**config.mk**
```make
export PLATFORM = sky130hd
export DESIGN_NAME = trdb_udma_buffer
export DESIGN_NICKNAME = d
export VERILOG_FILES = /design/src/rtl/trdb_pkg.sv /design/src/rtl/trdb_fifo_ctrl.sv /design/src/rtl/trdb_udma_buffer.sv
export SDC_FILE = /design/constraint.sdc
export NUM_CORES = 1
export LEC_CHECK = 0
export CORE_MARGIN = 8
export CORE_UTILIZATION = 62
export CTS_CLUSTER_DIAMETER = 40
export DETAILED_ROUTE_END_ITERATION = 10
export GPL_TIMING_DRIVEN = 0
export PLACE_DENSITY = 0.81
export SETUP_SLACK_MARGIN = 0.1
export SLEW_MARGIN = 20
export SYNTH_ARGS = -nofsm -noshare
export SYNTH_HDL_FRONTEND = slang
export SYNTH_HIERARCHICAL = 1
export SYNTH_SLANG_ARGS = --single-unit
```
**constraint.sdc**
```tcl
create_clock -name clk_i -period 13.1 [get_ports clk_i]
set_input_delay 2.62 -clock clk_i [delete_from_list [all_inputs] [get_ports clk_i]]
set_output_delay 2.62 -clock clk_i [all_outputs]
set_load 0.02 [all_outputs]
```
**src/rtl/trdb_pkg.sv**
```systemverilog
// trdb_pkg: shared trace-debugger widths and constants.
package trdb_pkg;
  localparam int XLEN = 32;
  localparam logic [15:0] OVF_MARKER_TAG = 16'hE0F0;
endpackage

```
**src/rtl/trdb_fifo_ctrl.sv**
```systemverilog
// trdb_fifo_ctrl: pointer, occupancy and full/empty bookkeeping for a power-of-two FIFO.
module trdb_fifo_ctrl #(
  parameter int DEPTH = 16,
  localparam int AW = $clog2(DEPTH)
) (
  input  logic          clk,
  input  logic          rst,
  input  logic          flush,
  input  logic          push,
  input  logic          pop,
  output logic [AW-1:0] wr_ptr,
  output logic [AW-1:0] rd_ptr,
  output logic [AW:0]   count,
  output logic          full,
  output logic          empty
);
  assign full  = count == (AW+1)'(DEPTH);
  assign empty = count == '0;
  // Pointers are exactly AW bits wide, so the increment wraps modulo DEPTH.
  always_ff @(posedge clk or posedge rst) begin
    if (rst) begin
      wr_ptr <= '0;
      rd_ptr <= '0;
      count  <= '0;
    end else if (flush) begin
      wr_ptr <= '0;
      rd_ptr <= '0;
      count  <= '0;
    end else begin
      wr_ptr <= push ? wr_ptr + 1'b1 : wr_ptr;
      rd_ptr <= pop ? rd_ptr + 1'b1 : rd_ptr;
      count  <= count + (AW+1)'(push) - (AW+1)'(pop);
    end
  end
endmodule

```
**src/rtl/trdb_udma_buffer.sv**
```systemverilog
// trdb_udma_buffer: lossy trace-word FIFO towards the uDMA, counting dropped words.
// Optional TRDB_OVERFLOW_MARKER_EN inserts an overflow marker word after a loss burst.
module trdb_udma_buffer
  import trdb_pkg::*;
#(
  parameter int DEPTH = 16,
  parameter int CNTW  = 16
) (
  input  logic                   clk_i,
  input  logic                   rst_i,
  input  logic                   enable_i,
  input  logic                   flush_i,
  input  logic [XLEN-1:0]        word_i,
  input  logic                   word_valid_i,
  output logic [XLEN-1:0]        udma_data_o,
  output logic                   udma_valid_o,
  input  logic                   udma_ready_i,
  output logic [$clog2(DEPTH):0] fill_o,
  output logic                   full_o,
  output logic                   empty_o,
  output logic                   overflow_o,
  output logic [CNTW-1:0]        lost_cnt_o
);
  localparam int AW = $clog2(DEPTH);
  logic [XLEN-1:0] mem [DEPTH];
  logic [AW-1:0]   wr_ptr, rd_ptr;
  logic [XLEN-1:0] wdata;
  logic            incoming, pop, push, drop, lost_clr;

  assign incoming     = word_valid_i && enable_i;
  assign udma_valid_o = !empty_o;
  assign pop          = udma_valid_o && udma_ready_i;
  assign udma_data_o  = empty_o ? '0 : mem[rd_ptr];

`ifdef TRDB_OVERFLOW_MARKER_EN
  localparam int LW = CNTW > 16 ? CNTW : 16;
  logic          marker_pending, marker_write;
  logic [LW-1:0] lost_ext;
  logic [15:0]   lost16;
  assign lost_ext     = LW'(lost_cnt_o);
  assign lost16       = lost_ext > LW'(16'hFFFF) ? 16'hFFFF : lost_ext[15:0];
  assign marker_write = marker_pending && !word_valid_i && (!full_o || pop);
  // Once a word is lost, everything is dropped until the marker lands, keeping order honest.
  assign push     = (incoming && !marker_pending && (!full_o || pop)) || marker_write;
  assign drop     = incoming && (marker_pending || (full_o && !pop));
  assign wdata    = marker_write ? XLEN'({OVF_MARKER_TAG, lost16}) : word_i;
  assign lost_clr = marker_write;
  always_ff @(posedge clk_i or posedge rst_i) begin
    if (rst_i) marker_pending <= 1'b0;
    else marker_pending <= flush_i ? 1'b0 : drop || (marker_pending && !marker_write);
  end
`else
  assign push     = incoming && (!full_o || pop);
  assign drop     = incoming && full_o && !pop;
  assign wdata    = word_i;
  assign lost_clr = 1'b0;
`endif

  trdb_fifo_ctrl #(.DEPTH(DEPTH)) u_ctrl (
    .clk    (clk_i),
    .rst    (rst_i),
    .flush  (flush_i),
    .push   (push),
    .pop    (pop),
    .wr_ptr (wr_ptr),
    .rd_ptr (rd_ptr),
    .count  (fill_o),
    .full   (full_o),
    .empty  (empty_o)
  );

  always_ff @(posedge clk_i) begin
    if (push && !flush_i) mem[wr_ptr] <= wdata;
  end

  always_ff @(posedge clk_i or posedge rst_i) begin
    if (rst_i) begin
      overflow_o <= 1'b0;
      lost_cnt_o <= '0;
    end else if (flush_i) begin
      overflow_o <= 1'b0;
      lost_cnt_o <= '0;
    end else begin
      overflow_o <= overflow_o || drop;
      lost_cnt_o <= lost_clr ? '0 : (drop && !(&lost_cnt_o)) ? lost_cnt_o + CNTW'(1) : lost_cnt_o;
    end
  end
endmodule

```
After elaboration in Yosys (flattened, before gate mapping)

Memory sizes are Yosys's and may differ from the RTL's.
Index checks and enable logic that the tools add are counted.

Eq/ne operators: 1
Muxes and demuxes: 11
Reduce and logical (&&, ||, !) cells: 19
$add $sub $neg: 5

Operators by type and width:

| operator              | count |
|---|---|
| $mux 16               | 2 |
| $mux 32               | 1 |
| $add 16x1->16 const B | 1 |
| $mux 4                | 4 |
| $reduce_and 16->1     | 1 |
| $add 4x1->4 const B   | 2 |
| $logic_and 1x1->1     | 7 |
| $reduce_bool 2->1     | 3 |
| $add 5x1->5           | 1 |
| $eq 5x5->1 const B    | 1 |
| $logic_not 1->1       | 5 |
| $logic_not 5->1       | 1 |
| $mux 5                | 1 |
| $sub 5x1->5           | 1 |
| $mux 1                | 3 |
| $logic_or 1x1->1      | 2 |

Bits in registers: 30
Logic and storage cells: 42
Input bits: 38
Memories kept: 1
RAM bits: 512
Output and inout port bits: 57

Memory list:

| memory | words | width | read ports | clocked after Yosys merged registers in | write ports | RTL line               | text |
|---|---|---|---|---|---|---|---|
| mem    | 16    | 32    | 1          | 0                                       | 1           | trdb_udma_buffer.sv:25 | `logic [XLEN-1:0] mem [DEPTH];` |

Longest topological paths before layout

Gate-level depths: netlist of the first run.

Depth in word-level cells: 8
Gate-level depth with buffers: 13
Mapped depth without buffers: 13

Hierarchy

Netlist of the first run, hierarchy kept.

Modules (own cells, without submodules):

| module           | cells an instance | area an instance (µm²) | times used | sequential area each (µm²) |
|---|---|---|---|---|
| trdb_udma_buffer | 962               | 20546.0                | 1          | 15800.2 |
| trdb_fifo_ctrl   | 71                | 729.4                  | 1          | 325.3 |

Worst setup path before layout of the first run

OpenSTA, ideal clock, no wires.

Kind: input-to-reg
Start point: input word_valid_i
End point: memory mem[0][0] (enable)
Arrival time: 5.594 ns
Required time: 12.639 ns
Buffers on the path: 0
Setup slack: 7.045 ns
Setup time: 0.461 ns
Stages on the path: 4
Path through: nand2_1 -> a2111oi_0 -> nand2b_1 -> nor3_1

Longest elaborated chain between the ends: 5

RTL lines:

| what                         | RTL line               | text |
|---|---|---|
| start: declaration           | trdb_udma_buffer.sv:14 | `input logic word_valid_i,` |
| $logic_and 1x1->1            | trdb_udma_buffer.sv:30 | `assign incoming = word_valid_i && enable_i;` |
| $logic_and 1x1->1            | trdb_udma_buffer.sv:53 | `assign push = incoming && (!full_o \|\| pop);` |
| $logic_and 1x1->1            | trdb_udma_buffer.sv:73 | `if (push && !flush_i) mem[wr_ptr] <= wdata;` |
| $mux 1                       | trdb_udma_buffer.sv:73 |  |
| $mux 1 (implied by the code) | trdb_udma_buffer.sv:73 |  |
| end: declaration             | trdb_udma_buffer.sv:25 |  |

No other way between the ends.

Worst setup path after layout of the first run

Start point: register u_ctrl.rd_ptr[1]
End point: output udma_data_o[4]

Longest elaborated chain between the ends: 2

RTL lines:

| what                     | RTL line               | text |
|---|---|---|
| start: declaration       | trdb_fifo_ctrl.sv:12   | `output logic [AW-1:0] rd_ptr,` |
| start signal: assignment | trdb_fifo_ctrl.sv:31   | `rd_ptr <= pop ? rd_ptr + 1'b1 : rd_ptr;` |
| $mem_v2 16x32            | n/a                    |  |
| $mux 32                  | trdb_udma_buffer.sv:33 | `assign udma_data_o = empty_o ? '0 : mem[rd_ptr];` |
| end: declaration         | trdb_udma_buffer.sv:15 | `output logic [XLEN-1:0] udma_data_o,` |

No other way between the ends.

==> flow_summary.ini, run 1 <==
[sta]
tightest_slew_ns = 1.08
finalHoldViolCount = 0
finalMaxSlewViolations = 0
max_freq_mhz = 152
fin_crit_sh_pct = 50.1
setup_violations = 0
period_minus_slack_ns = 6.56
skew_ns = 0.0284
rsz0062_at_grt = false
relSlewSlack_pct = 28.2
tns_ns = 0

[critical_path]
cpPeakStageDelay_ns = 0.78
crit_buf_inv = 4
cp.required_ns = 10.48
cp-end-kind = output port
path_cells = buf_2, buf_2, buf_1, mux4_2, mux2i_1, o22ai_1, clkdlybuf4s50_1
worstPathArrival_ns = 3.94
cpMostUsedCell = buf_2
crit_slowest_cell = buf_1
critical_path_class = reg2out
crit_path_start_kind = flip-flop
crit_family = buffers and inverters
cp_max_fo = 10

[cts]
cts_buffer_depth = 3
clk_pin_slew_ns = 0.06
cts.sinks = 542
postCtsResizedCells = 0
ctsHoldBuffers = 0
cts_tree = yes
cts_buffers = 55
clkLatencyLatePin_ns = 0.59
post_cts_buffers = 0
ctsRootBufferMaster = clkbuf_16
htree_num_levels = 2

[logic_synthesis]
syn_area_um2 = 21300
postSynth.asyncResetShare_pct = 5.54
synth_top_area_cell = edfxtp_1
yosysWarnings = 6
synth_nets = 1081
yosys_register_bits = 542
netlist.area_leader.share_pct = 72.3
synth_area_per_cell_um2 = 20.6
synth_cells = 1033
synth_edf_count = 512
ys_top_cells_by_area = edfxtp_1, mux4_2, dfrtp_1
synth-seq-area-share_pct = 75.8
ys.flop_type = edfxtp_1
synth.distinct_cells = 51

[layout]
layout.cells.non_filler = 1719
fill_cells = 1886
syn2layout_area_growth_pct = 18.5
fin_util_pct = 73.7
multi_input_area_um2 = 4980
regArea_um2 = 16100
nets = 1266
drive_gt1_share_pct = 22.3

[placed_design]
io_buffers = 94
dp_cells = 1616
place.gp.congestion = 0.805
hpwl_um = 31900

[routing]
wire_per_inst_um = 31.3
wl_um = 53900
detail_route.first_pass.iterations = 5
vias_per_cell = 6.73
first_iter_violations = 1407
drc = 0
dr_total_vias = 11600
ant_nets = 0

[global_route]
track_usage_pct = 26.4
grt_pass1_wl_um = 78400
grt_pass1_vias = 11900
grt_max_degree = 20
grt_overflow = 0
antenna_found_initial = 3

[power_and_ir_drop]
vdd_drop_max_mv = 0.143
leakagePower_nw = 7.96
power_density_nw_per_um2 = 182

[die]
rows = 68
start_util_pct = 62.2
die_h_um = 201
dieArea_um2 = 40500
core-area_um2 = 34200
ios = 95
die_x_um = 201

[job]
drv_cap = 0

[outcome]
status = completed

[min_path]
hold_class = reg2reg
==> cells by family (layout without fill, tap and decap cells) <==
group	count (synthesis)	count (layout)	share of synthesized area, %
xor+xnor	8	8	0.329
mux	187	187	15.6
other cells	0	2	0
fa+ha+maj	10	10	0.623
compound gates	84	84	2.89
buf+inv	68	297	1.35
simple gates	134	134	3.37
flops	542	542	75.8
==> sequential cells by signal, summed over array words and instances, names as in the netlist <==
name,cells
mem,512
lost_cnt_o,16
u_ctrl/rd_ptr,4
u_ctrl/wr_ptr,4
u_ctrl/count,5
overflow_o,1
==> tightest hold or removal path: cells and delay by family (launching register included) <==
family | cells | cell delay, ns
and+or+nand+nor | 2 | 0.12
DFF | 1 | 0.35
==> layer usage <==
| layer | vias up | GRT usage [%] | part of all wire [%] |
|---|---|---|---|
| li1 | 4688 | - | - |
| met1 | 5887 | 33.8 | 36 |
| met2 | 840 | 43.4 | 50 |
| met3 | 155 | 5.89 | 10 |
| met4 | 2 | 11.8 | 4.1 |
| met5 | - | 0 | 0.024 |
==> placed cells by master (no fill, tap or decap), drive strengths merged, types with 8 or more instances in the layout <==
master	n
a21oi	12
nor2b	9
a22oi	9
a22o	9
mux4	116
ha	9
nand3	10
nor2	37
dfrtp	30
nand4	8
clkinv	23
a221o	9
clkdlybuf4s50	94
mux2i	67
or4	8
inv	22
nand2	19
clkbuf	85
o22ai	20
and3	10
buf	67
edfxtp	512
==> final cells by class <==
cell class,count,share of cell area (%)
Antenna cell,2,0.0199
Inverter,17,0.263
Buffer,51,0.873
Multi-Input combinational cell,423,19.8
Clock buffer,67,5.81
Clock inverter,34,1.20
Tap cell,455,2.26
Timing Repair Buffer,128,5.88
Sequential cell,542,64.0
==> cells in the mapped netlist, types with 2 or more instances <==
cell type  number
nor4_1          5
ha_1            9
nand4_1         8
nand2_1        19
mux2_2          3
a22o_1          9
buf_2          20
nor2_1         37
a211oi_1        4
or2_2           2
a221o_1         9
nor4b_1         3
and3_1         10
a21oi_1        12
dfrtp_1        30
clkbuf_1       18
o31ai_1         6
a32oi_1         3
or4_1           8
a22oi_1         9
o21ai_0         2
o22ai_1        20
nor2b_1         9
xor2_1          5
buf_1          12
edfxtp_1      512
xnor2_1         3
mux2i_1        67
o211ai_1        4
nand3_1        10
inv_1          16
nand2b_1        6
mux4_2        116
nor3_1          7
or3_1           4
==> path summary, 6_finish.rpt <==
| path | start | to | slack [ns] | cells past startpoint |
|---|---|---|---|---|
| setup / recovery | u_ctrl/rd_ptr[1] | udma_data_o[4] | 6.54 | 7 |
| hold / removal | overflow_o | overflow_o | 0.50 | 2 |
| setup reg to reg | u_ctrl/count[3] | mem[1][20] | 9.48 | 9 |
| hold reg to reg | overflow_o | overflow_o | 0.50 | 2 |
| max in group asynchronous | rst_i | lost_cnt_o[0] | 10.19 | 2 |
| min in group asynchronous | rst_i | u_ctrl/rd_ptr[0] | 2.43 | 2 |
==> per-stage QoR <==
stage	setup WS [ns]	hold WS [ns]	total power [mW]	cell area, µm²
after floorplan	7.05	0.525	2.65	21300
after global placement	4.00	0.482	3.02	22800
after detailed placement	6.82	0.496	3.05	23400
after CTS	6.06	0.510	4.59	25200
after global routing	6.44	0.552	4.71	25200
final	6.54	0.504	4.58	25200
==> power by group <==
part           switching, mW  internal [mW]
sequential            0.0156           1.91
clock                  0.664          0.879
combinational          0.603          0.505
total                   1.28           3.30
Note: power is estimated with default switching activity, not from simulation.
==> run 2: changes to the inputs <==
Settings changed: CORE_UTILIZATION 62 to 54, PLACE_DENSITY 0.81 to 0.75.
Clock period 13.1 ns to 5.72 ns, I/O delays scaled along.
==> flow_summary.ini, run 2 (synthesized netlist as in run 1, its figures left out) <==
[critical_path]
worstPathArrival_ns = 4.04
crit_path_start_kind = flip-flop
reg2reg_to = mem[0][23]
reg2reg_slack_ns = 1.99
timing.rr.start = u_ctrl/count[2]
cp.required_ns = 4.58
rr_worst_depth = 10
cp_max_fo = 10
cp-end-kind = output port
critical_path_class = reg2out

[cts]
cts_buffers = 57
cts_tree = yes
post_cts_buffers = 0
clk_pin_slew_ns = 0.06
cts_buffer_depth = 3
cts.sinks = 542
clkLatencyLatePin_ns = 0.58
ctsHoldBuffers = 0
ctsRootBufferMaster = clkbuf_16
postCtsResizedCells = 0
htree_num_levels = 2

[layout]
drive_gt1_share_pct = 22.3
top_register = mem
multi_input_area_um2 = 4980
largest_reg_flops = 512
layout_commonest_cell = edfxtp_1
fin_util_pct = 65.2
reg.largest.list = mem (512), lost_cnt_o (16), u_ctrl/count (5)
nets = 1267
syn2layout_area_growth_pct = 18.7
fill_cells = 2506
layout_common_cells = edfxtp_1, mux4_2, clkdlybuf4s50_1
regArea_um2 = 16100

[sta]
rsz0062_at_grt = false
tightest_slew_ns = 1.14
fin_crit_sh_pct = 90.7
max_freq_mhz = 193
skew_ns = 0.0117
setup_violations = 0
finalHoldViolCount = 0
tns_ns = 0
period_minus_slack_ns = 5.19
finalMaxSlewViolations = 0
relSlewSlack_pct = 23.8
setup_slack_ns = 0.531

[global_route]
grt_max_degree = 21
grt_overflow = 0
track_usage_pct = 21.5
grt_pass1_vias = 11500
grt_pass1_wl_um = 74100
antenna_found_initial = 2

[placed_design]
place.gp.congestion = 0.799
io_buffers = 94
hpwl_um = 31100
place_ws_ns = 1.22

[routing]
wire_per_inst_um = 28.1
dr_total_vias = 11200
vias_per_cell = 6.27
first_iter_violations = 1255
wl_um = 50000
ant_nets = 0
drc = 0
detail_route.first_pass.iterations = 5

[min_path]
hold_class = reg2reg
hp-start = overflow_o
holdPathStages = 2
whs_endpoint = overflow_o

[die]
start_util_pct = 54.9
die_x_um = 214
core-area_um2 = 38700
die_h_um = 214
rows = 72
ios = 95
dieArea_um2 = 46000

[outcome]
status = completed

[power_and_ir_drop]
vdd_drop_max_mv = 0.239
leakagePower_nw = 7.93
power_density_nw_per_um2 = 411
p_total_mw = 10.4

[job]
drv_cap = 0
==> run 2: worst max-delay path by stage <==
| stage | start | end | slack [ns] | cells past startpoint |
|---|---|---|---|---|
| finish | u_ctrl/rd_ptr[1] | udma_data_o[15] | 0.53 | 8 |
| global route | u_ctrl/rd_ptr[1] | udma_data_o[15] | 0.43 | 8 |
| CTS | u_ctrl/rd_ptr[1] | udma_data_o[15] | 0.55 | 8 |
| detailed placement | u_ctrl/rd_ptr[1] | udma_data_o[0] | 1.22 | 7 |
| global placement | flush_i | mem[0][8] | -1.73 | 4 |
| floorplan | word_valid_i | mem[0][0] | 1.14 | 4 |
==> run 2: report_power, final <==
| part | total (mW) | leakage [nW] | internal, mW | switching [mW] |
|---|---|---|---|---|
| Combinational | 2.50 | 2.07 | 1.15 | 1.35 |
| Sequential | 4.41 | 5.02 | 4.38 | 0.0323 |
| Clock | 3.46 | 0.842 | 1.94 | 1.51 |
==> run 2: cell type report <==
| class | count | area share, % |
|---|---|---|
| diodes | 1 | 0.00990 |
| plain buffers | 51 | 0.872 |
| clock buffers | 69 | 5.82 |
| clock inverters | 34 | 1.10 |
| inverters | 17 | 0.262 |
| multi-input cells | 423 | 19.7 |
| flip-flops and latches | 542 | 63.8 |
| well taps | 518 | 2.57 |
| repair buffers | 127 | 5.83 |
==> run 2: worst max-delay path: stages (launching register included) <==
cell and delay (ns):
dfrtp_1 0.46, buf_2 0.37, buf_2 0.35, buf_1 0.70, nor2_1 0.23, nand2_1 0.16, a32oi_1 0.13, o211ai_1 0.38
clkdlybuf4s50_1 0.69
==> run 2: per-layer routing <==
metal,global-route usage (%),routed length (µm)
met5,0,10
met4,6.81,1310
met3,3.65,3860
met2,36.0,25200
met1,28.7,19600
==> run 2: metrics by stage <==
stage               std cells  hold WS [ns]  area (µm²)
floorplan                1033         0.525       21300
global placement         1645         0.494       22900
detailed placement       1678         0.499       23500
CTS                      1781         0.524       25300
global route             1782         0.582       25300
finish                   1782         0.511       25300
